<file path="src/rtl/zbuffer_clear_sweep.sv">
// Address counter for the depth-buffer clear: counts 0..SIZE-1 while run is high,
// flags the final address and pulses done the cycle after it is written.
module zbuffer_clear_sweep #(
    parameter int ADDR_SIZE = 8,
    parameter int SIZE      = 256
) (
    input  logic                 clk,
    input  logic                 rst,
    input  logic                 run,
    output logic [ADDR_SIZE-1:0] cnt,
    output logic                 last,
    output logic                 done
);

    localparam logic [ADDR_SIZE-1:0] LAST_ADDR = ADDR_SIZE'(SIZE - 1);

    logic [ADDR_SIZE-1:0] cnt_q, cnt_d;
    logic                 done_q, done_d;

    // NOTE: every signal written here gets a default first, so no path can infer a latch.
    always_comb begin
        last   = run && (cnt_q == LAST_ADDR);
        cnt_d  = '0;
        if (run && !last) begin
            cnt_d = cnt_q + ADDR_SIZE'(1);
        end
        done_d = last;
    end

    // NOTE: state updates use non-blocking (<=) so every flop samples pre-edge values.
    always_ff @(posedge clk) begin
        if (rst) begin
            cnt_q  <= '0;
            done_q <= 1'b0;
        end else begin
            cnt_q  <= cnt_d;
            done_q <= done_d;
        end
    end

    assign cnt  = cnt_q;
    assign done = done_q;

endmodule

</file>
<file path="config.mk">
export PLATFORM = sky130hd
export DESIGN_NAME = zbuffer_clear_sweep
export DESIGN_NICKNAME = d
export VERILOG_FILES = /design/src/rtl/zbuffer_clear_sweep.sv
export SDC_FILE = /design/constraint.sdc
export NUM_CORES = 1
export LEC_CHECK = 0
export ABC_CLOCK_PERIOD_IN_PS = 1300
export BUFFER_PORTS_ARGS = -buffer_cell sky130_fd_sc_hd__buf_2
export CORE_AREA = 2 2 39 41
export DETAILED_ROUTE_END_ITERATION = 7
export DIE_AREA = 0 0 41 43
export PLACE_DENSITY = 0.62
export SLEW_MARGIN = 15
export SYNTH_ARGS = -nofsm -noshare
export SYNTH_HDL_FRONTEND = slang
export SYNTH_SLANG_ARGS = --single-unit
</file>
<file path="constraint.sdc">
create_clock -name clk -period 1.3 [get_ports clk]
set_clock_uncertainty 0.1 [all_clocks]
set_input_delay 0 -clock clk [delete_from_list [all_inputs] [get_ports clk]]
set_output_delay 0 -clock clk [all_outputs]
set_load 0.1 [all_outputs]
</file>
==> reports/metrics.csv, run 1 <==
metric,value,unit
status,"finished, violations left",
failing checks,negative setup slack,
GPL Wtd Cong,0.693,
num rows,14,
sequential share of the synthesized area,47.7,%
# Max-Cap Violations,0,
CP Data Arrival Time,1290,ps
switching share of power,25.0,%
Post-Synthesis Cell Area,378,µm²
post-synth cell types,20,
routed len/inst,11.3,µm
Comb power frac,9.5,%
Mean Syn Cell Area,9.00,µm²
DP HPWL,620,µm
Max Clock Freq,722,MHz
Crit Path Class,flop to output port,
Pwr Density,868,mW/mm²
CTS Buf Count,3,
vias in the first global route,365,
GRT Util Overall,13.2,%
syn nets,46,
Nets,72,
die area,0.00176,mm²
final wirelength,934,µm
IO buf count,12,
period utilisation layout,107,%
antenna fix cells,0,
Layout fillers,146,
critical path endpoint category,output port,
clk_lat worst skew,250,ps
first-pass GRT wire length,1510,µm
Least-Margin Pin Slew,487,ps
CTS Sinks,9,
initial antenna violation count,0,
Leak,0.277,nW
Net Switching,0.000134,W
largest net degree at the start of global routing,8,
RSZ-0062 raised after global routing,yes,
placed cells,72,
max_slew headroom,67.7,%
fin cells,83,
Crit-path slowest cell,dfxtp_4,
Initial DRC Count,9,
HP Class,primary input to flop,
chip width,41,µm
maximum vdd drop,413,µV
vias,425,
core area,0.00138,mm²
Routed Antenna Nets,0,
H-tree levels,1,
Die Height,43,µm
grt total ovfl,0,
Tot Pwr,0.000535,W
Worst Path Required,1200,ps
Worst path top cell family by delay,simple AND/OR/NAND/NOR gates,
layout cells sized above 1,55.2,%
"Hold Violations, Final",0,
area occupied by multi-input gates,213,µm²
Ys Warns,0,
crit-path max cell delay,340,ps
CP Cell Sequence,and4_4 > nand4_1 > nor2_4 > buf_12,
I/O pin count,13,
crit-path max FO,2,
number of remaining DRC errors,0,
Initial Utilization,27.3,%
Clock power frac,39.8,%
Worst Setup Start Kind,flop,
Post-Synthesis Cells,42,
Register Area,205,µm²
clock transition at the registers of the reported paths,60,ps
CTS root buf,clkbuf_4,
TritonCTS clock tree,yes,
post-placement setup slack,61.1,ps
vias per std cell,5.12,
"Slew Viols, Final",0,
hold slack final,55.2,ps
setup ws final,-85.4,ps
first drt pass iteration count,4,
Setup Viol. Count Final,1,
#FFs+latches synth,9,
Period minus WS final,1390,ps
CTS Buffer Depth,2,
sequential group share of total power,50.7,%
Layout area overhead,63.2,%
WP buf/inv,1,
final core occ,44.6,%
Internal,0.000401,W
-- repair_timing --
item                                    CTS  global route
hold buffers                              0             0
endpoints found under the setup margin    1             2
gates resized for setup                   0             1
endpoints found under the hold margin     0             0
setup buffers                             6             1
pin swaps                                 2             0
-- routing by layer --
layer | routed length (µm) | GRT usage (%)
met2 | 454 | 19.1
met4 | 17 | 10.0
met3 | 70 | 5.24
met5 | 0 | 0
met1 | 391 | 14.6
-- synth_stat cells --
library cell	count	share of area, %
and2_1	1	1.7
inv_1	2	2.0
nor2_1	6	6.0
and3_1	1	1.7
or3_1	2	3.3
dfxtp_1	9	48
nand3_1	4	5.3
nor3_1	1	1.3
nand2_1	2	2.0
a21o_2	1	2.3
xnor2_1	1	2.3
nand4_1	1	1.7
a32o_1	1	2.6
a21oi_1	2	2.6
ha_1	1	3.3
xor2_1	2	4.6
a41o_2	1	3.0
and4_1	1	2.3
o21ai_0	2	2.6
nand2b_1	1	1.7
-- state kept, by name, summed over array words and instances, names as in the netlist --
register and cells:
done 1, cnt 8
-- layout by cell type (no fill, tap or decap), drive strengths merged --
| master | n |
|---|---|
| a21o | 1 |
| a21oi | 2 |
| a32o | 1 |
| a41o | 1 |
| and2 | 1 |
| and3 | 1 |
| and4 | 1 |
| buf | 20 |
| clkbuf | 5 |
| dfxtp | 9 |
| ha | 1 |
| inv | 2 |
| nand2 | 2 |
| nand2b | 1 |
| nand3 | 4 |
| nand4 | 1 |
| nor2 | 6 |
| nor3 | 1 |
| o21ai | 2 |
| or3 | 2 |
| xnor2 | 1 |
| xor2 | 2 |
-- logic make-up (layout without fill, tap and decap cells) --
group	after synthesis	in the layout	synth area share, %
xor+xnor	3	3	6.95
simple gates	20	20	26.8
fa+ha+maj	1	1	3.31
compound gates	7	7	13.2
flops	9	9	47.7
buf+inv	2	27	1.99
-- final cells by class --
class / instances / share of cell area [%]
clock buffer: 4 / 4.26
inverter: 2 / 1.22
multi-input combinational: 31 / 34.5
sequential: 9 / 33.3
tap: 16 / 3.25
timing repair buffer: 21 / 23.5
-- through the flow --
step                      instance area [µm²]  setup TNS [ps]
after floorplan                           425            -732
after CTS                                 607            -133
after global routing                      617            -167
final                                     617           -85.4
after detailed placement                  536               0
after global placement                    536               0
-- worst reg2reg max path: cells and delay by family (launching register included) --
family	cells	cell delay, ps
buf+inv	1	120
compound gates	1	150
flops	1	350
simple gates	2	460
-- worst paths after layout --
kind | startpoint | end | slack, ps | cells after the start
min | run | cnt[4]$_SDFF_PP0_ | 60 | 3
min reg2reg | cnt[6]$_SDFF_PP0_ | cnt[6]$_SDFF_PP0_ | 430 | 2
max | cnt[2]$_SDFF_PP0_ | last | -90 | 4
max reg2reg | cnt[3]$_SDFF_PP0_ | cnt[5]$_SDFF_PP0_ | 50 | 4
-- power by group through the flow --
stage	clock, W	combinational [W]	sequential [W]
finish	0.000213	0.0000509	0.000271
global route	0.000244	0.0000547	0.000271
CTS	0.000224	0.0000508	0.000271
detailed placement	0	0.0000478	0.000278
global placement	0	0.0000480	0.000278
floorplan	0	0.0000120	0.000301
No activity file was read; power rests on OpenSTA's default activity.
==> run 2, diff against run 1 <==
--- a/config.mk
+++ b/config.mk
@@ -13,2 +13,3 @@
 export PLACE_DENSITY = 0.62
+export REMOVE_ABC_BUFFERS = 1
 export SLEW_MARGIN = 15
==> constraint.sdc (replaced) <==
create_clock -name clk -period 1.3 [get_ports clk]
set_clock_uncertainty 0.1 [all_clocks]
set_input_delay 0.13 -clock clk [delete_from_list [all_inputs] [get_ports clk]]
set_output_delay 0.13 -clock clk [all_outputs]
set_load 0.1 [all_outputs]
==> run 2 against run 1 <==
The run still ends with negative setup slack left. Flip-flop and latch count stayed put. Worst hold slack improved by 130 ps. First-iteration DRC count grew 33%. Maximum frequency shrank 8.6%. Register-to-register slack improved by 30 ps. Clock power rose by 5%. Setup slack worse by 130 ps. Power is 5.9% higher. Global-route usage rose by 1.3 points. Sequential share of layout area fell by 7.8 points. Count of clock-buffer cells in the layout stayed put.
==> reports/metrics.csv, run 2 (synthesis results as in run 1) <==
metric,value,unit,change
post-route cell area,738,µm²,+20%
IO buf count,12,,unchanged
Initial DRC Count,12,,+3
Internal,0.000421,W,+5.0%
max reg flops,8,,unchanged
critical path endpoint category,output port,,
Leak,0.312,nW,+13%
first drt pass iteration count,4,,unchanged
RSZ-0062 raised after global routing,yes,,
clk_lat worst skew,270,ps,+20 ps
final wirelength,1050,µm,+12%
CP Cell Sequence,and4_4 > nand4_1 > nor2_2 > buf_12,,
Routed Antenna Nets,0,,unchanged
setup ws final,-215,ps,-130 ps
post-placement setup slack,-60.0,ps,-121 ps
initial antenna violation count,0,,unchanged
"commonest non-fill, non-tap cell in the layout",buf_4,,
WP buf/inv,1,,unchanged
GRT Util Overall,14.4,%,+1.3 points
layout cells sized above 1,55.7,%,+0.49 points
highest-count cells in the layout ignoring fill and taps,"buf_4 (12), buf_12 (9), dfxtp_2 (6)",,
Worst Setup Start Kind,flop,,
clock transition at the registers of the reported paths,60,ps,about the same
Worst path top cell family by delay,simple AND/OR/NAND/NOR gates,,
hold_buf cts,0,,unchanged
HP Class,primary input to flop,,
core area,0.00138,mm²,unchanged
grt total ovfl,0,,unchanged
Worst Path Required,1070,ps,-130 ps
crit-path max cell delay,330,ps,about the same
DP Area,683,µm²,+28%
num rows,14,,unchanged
Tot Pwr,0.000567,W,+5.9%
Net Switching,0.000146,W,+8.9%
first-pass GRT wire length,1630,µm,+7.7%
Die Height,43,µm,unchanged
vias per std cell,4.83,,-5.8%
vias,415,,-2.4%
chip width,41,µm,unchanged
Initial Utilization,27.3,%,unchanged
crit-path max FO,2,,unchanged
"Slew Viols, Final",0,,unchanged
status,"finished, violations left",,
GPL Wtd Cong,0.808,,+17%
CTS root buf,clkbuf_4,,
Nets,75,,+4.2%
"Hold Violations, Final",0,,unchanged
period utilisation layout,117,%,+10 points
Crit-path slowest cell,dfxtp_2,,
final setup TNS,-215,ps,-130 ps
failing checks,negative setup slack,,
CP Data Arrival Time,1280,ps,about the same
antenna fix cells,0,,unchanged
maximum vdd drop,440,µV,+6.6%
Least-Margin Pin Slew,482,ps,-5.15 ps
H-tree levels,1,,unchanged
DP HPWL,823,µm,+33%
largest net degree at the start of global routing,8,,unchanged
switching share of power,25.7,%,+0.70 points
CTS Buffer Depth,2,,unchanged
number of remaining DRC errors,0,,unchanged
routed len/inst,12.2,µm,+8.0%
Comb power frac,10.8,%,+1.3 points
max_slew headroom,68.1,%,+0.34 points
# Max-Cap Violations,0,,unchanged
CTS Buf Count,3,,unchanged
I/O pin count,13,,unchanged
Crit Path Class,flop to output port,,
Layout area overhead,95.4,%,
die area,0.00176,mm²,unchanged
vias in the first global route,368,,+0.82%
sequential group share of total power,49.8,%,-0.9 points
Clock power frac,39.4,%,-0.4 points
CTS Sinks,9,,unchanged
TritonCTS clock tree,yes,,
Pwr Density,768,mW/mm²,-11%
Period minus WS final,1510,ps,+130 ps
Max Clock Freq,660,MHz,-8.6%
Setup Viol. Count Final,1,,unchanged
run 2: worst paths after layout:
path / endpoint / cells past startpoint / slack (ps) / start
setup / recovery: last / 4 / -210 / cnt[4]$_SDFF_PP0_
setup reg to reg: cnt[6]$_SDFF_PP0_ / 4 / 80 / cnt[0]$_SDFF_PP0_
hold reg to reg: cnt[0]$_SDFF_PP0_ / 2 / 480 / cnt[0]$_SDFF_PP0_
hold / removal: cnt[6]$_SDFF_PP0_ / 3 / 190 / rst
run 2: final cells by class:
class	count	area [µm²]
multi-input combinational	31	211
tap	16	20.0
clock buffer	4	26.3
timing repair buffer	24	285
fill	128	646
sequential	9	188
inverter	2	7.51
run 2: power by group through the flow:
stage               Combinational [W]  Clock [W]  Sequential (W)
floorplan                   0.0000104          0        0.000310
global placement            0.0000593          0        0.000286
detailed placement          0.0000600          0        0.000287
CTS                         0.0000612   0.000232        0.000282
global route                0.0000652   0.000244        0.000282
finish                      0.0000615   0.000223        0.000282
run 2: what timing repair did:
action                                  in CTS  in global routing
resized for setup                            8                  4
pin swaps                                    3                  2
setup buffers                                0                  0
endpoints found under the setup margin       2                  3
run 2: stage by stage:
stage / hold WS, ps / std cells / util [%]
floorplan: 271 / 42 / -
global placement: 434 / 82 / 49.4
detailed placement: 436 / 82 / 49.4
CTS: 155 / 86 / 52.8
global route: 212 / 86 / 53.3
finish: 188 / 86 / 53.3
run 2: worst reg2reg max path, cell delays in order, from the launching register on:
cell and delay, ps:
dfxtp_2 350, ha_4 160, nand3_1 100, or3_1 330, a21oi_2 110
run 2: layer usage:
metal | part of all wire [%] | wire length (µm) | global-route usage (%)
met1 | 43 | 454 | 18.6
met2 | 51 | 529 | 19.4
met3 | 5.8 | 61 | 6.28
met4 | 0 | 0 | 8.00
met5 | 0 | 0 | 0
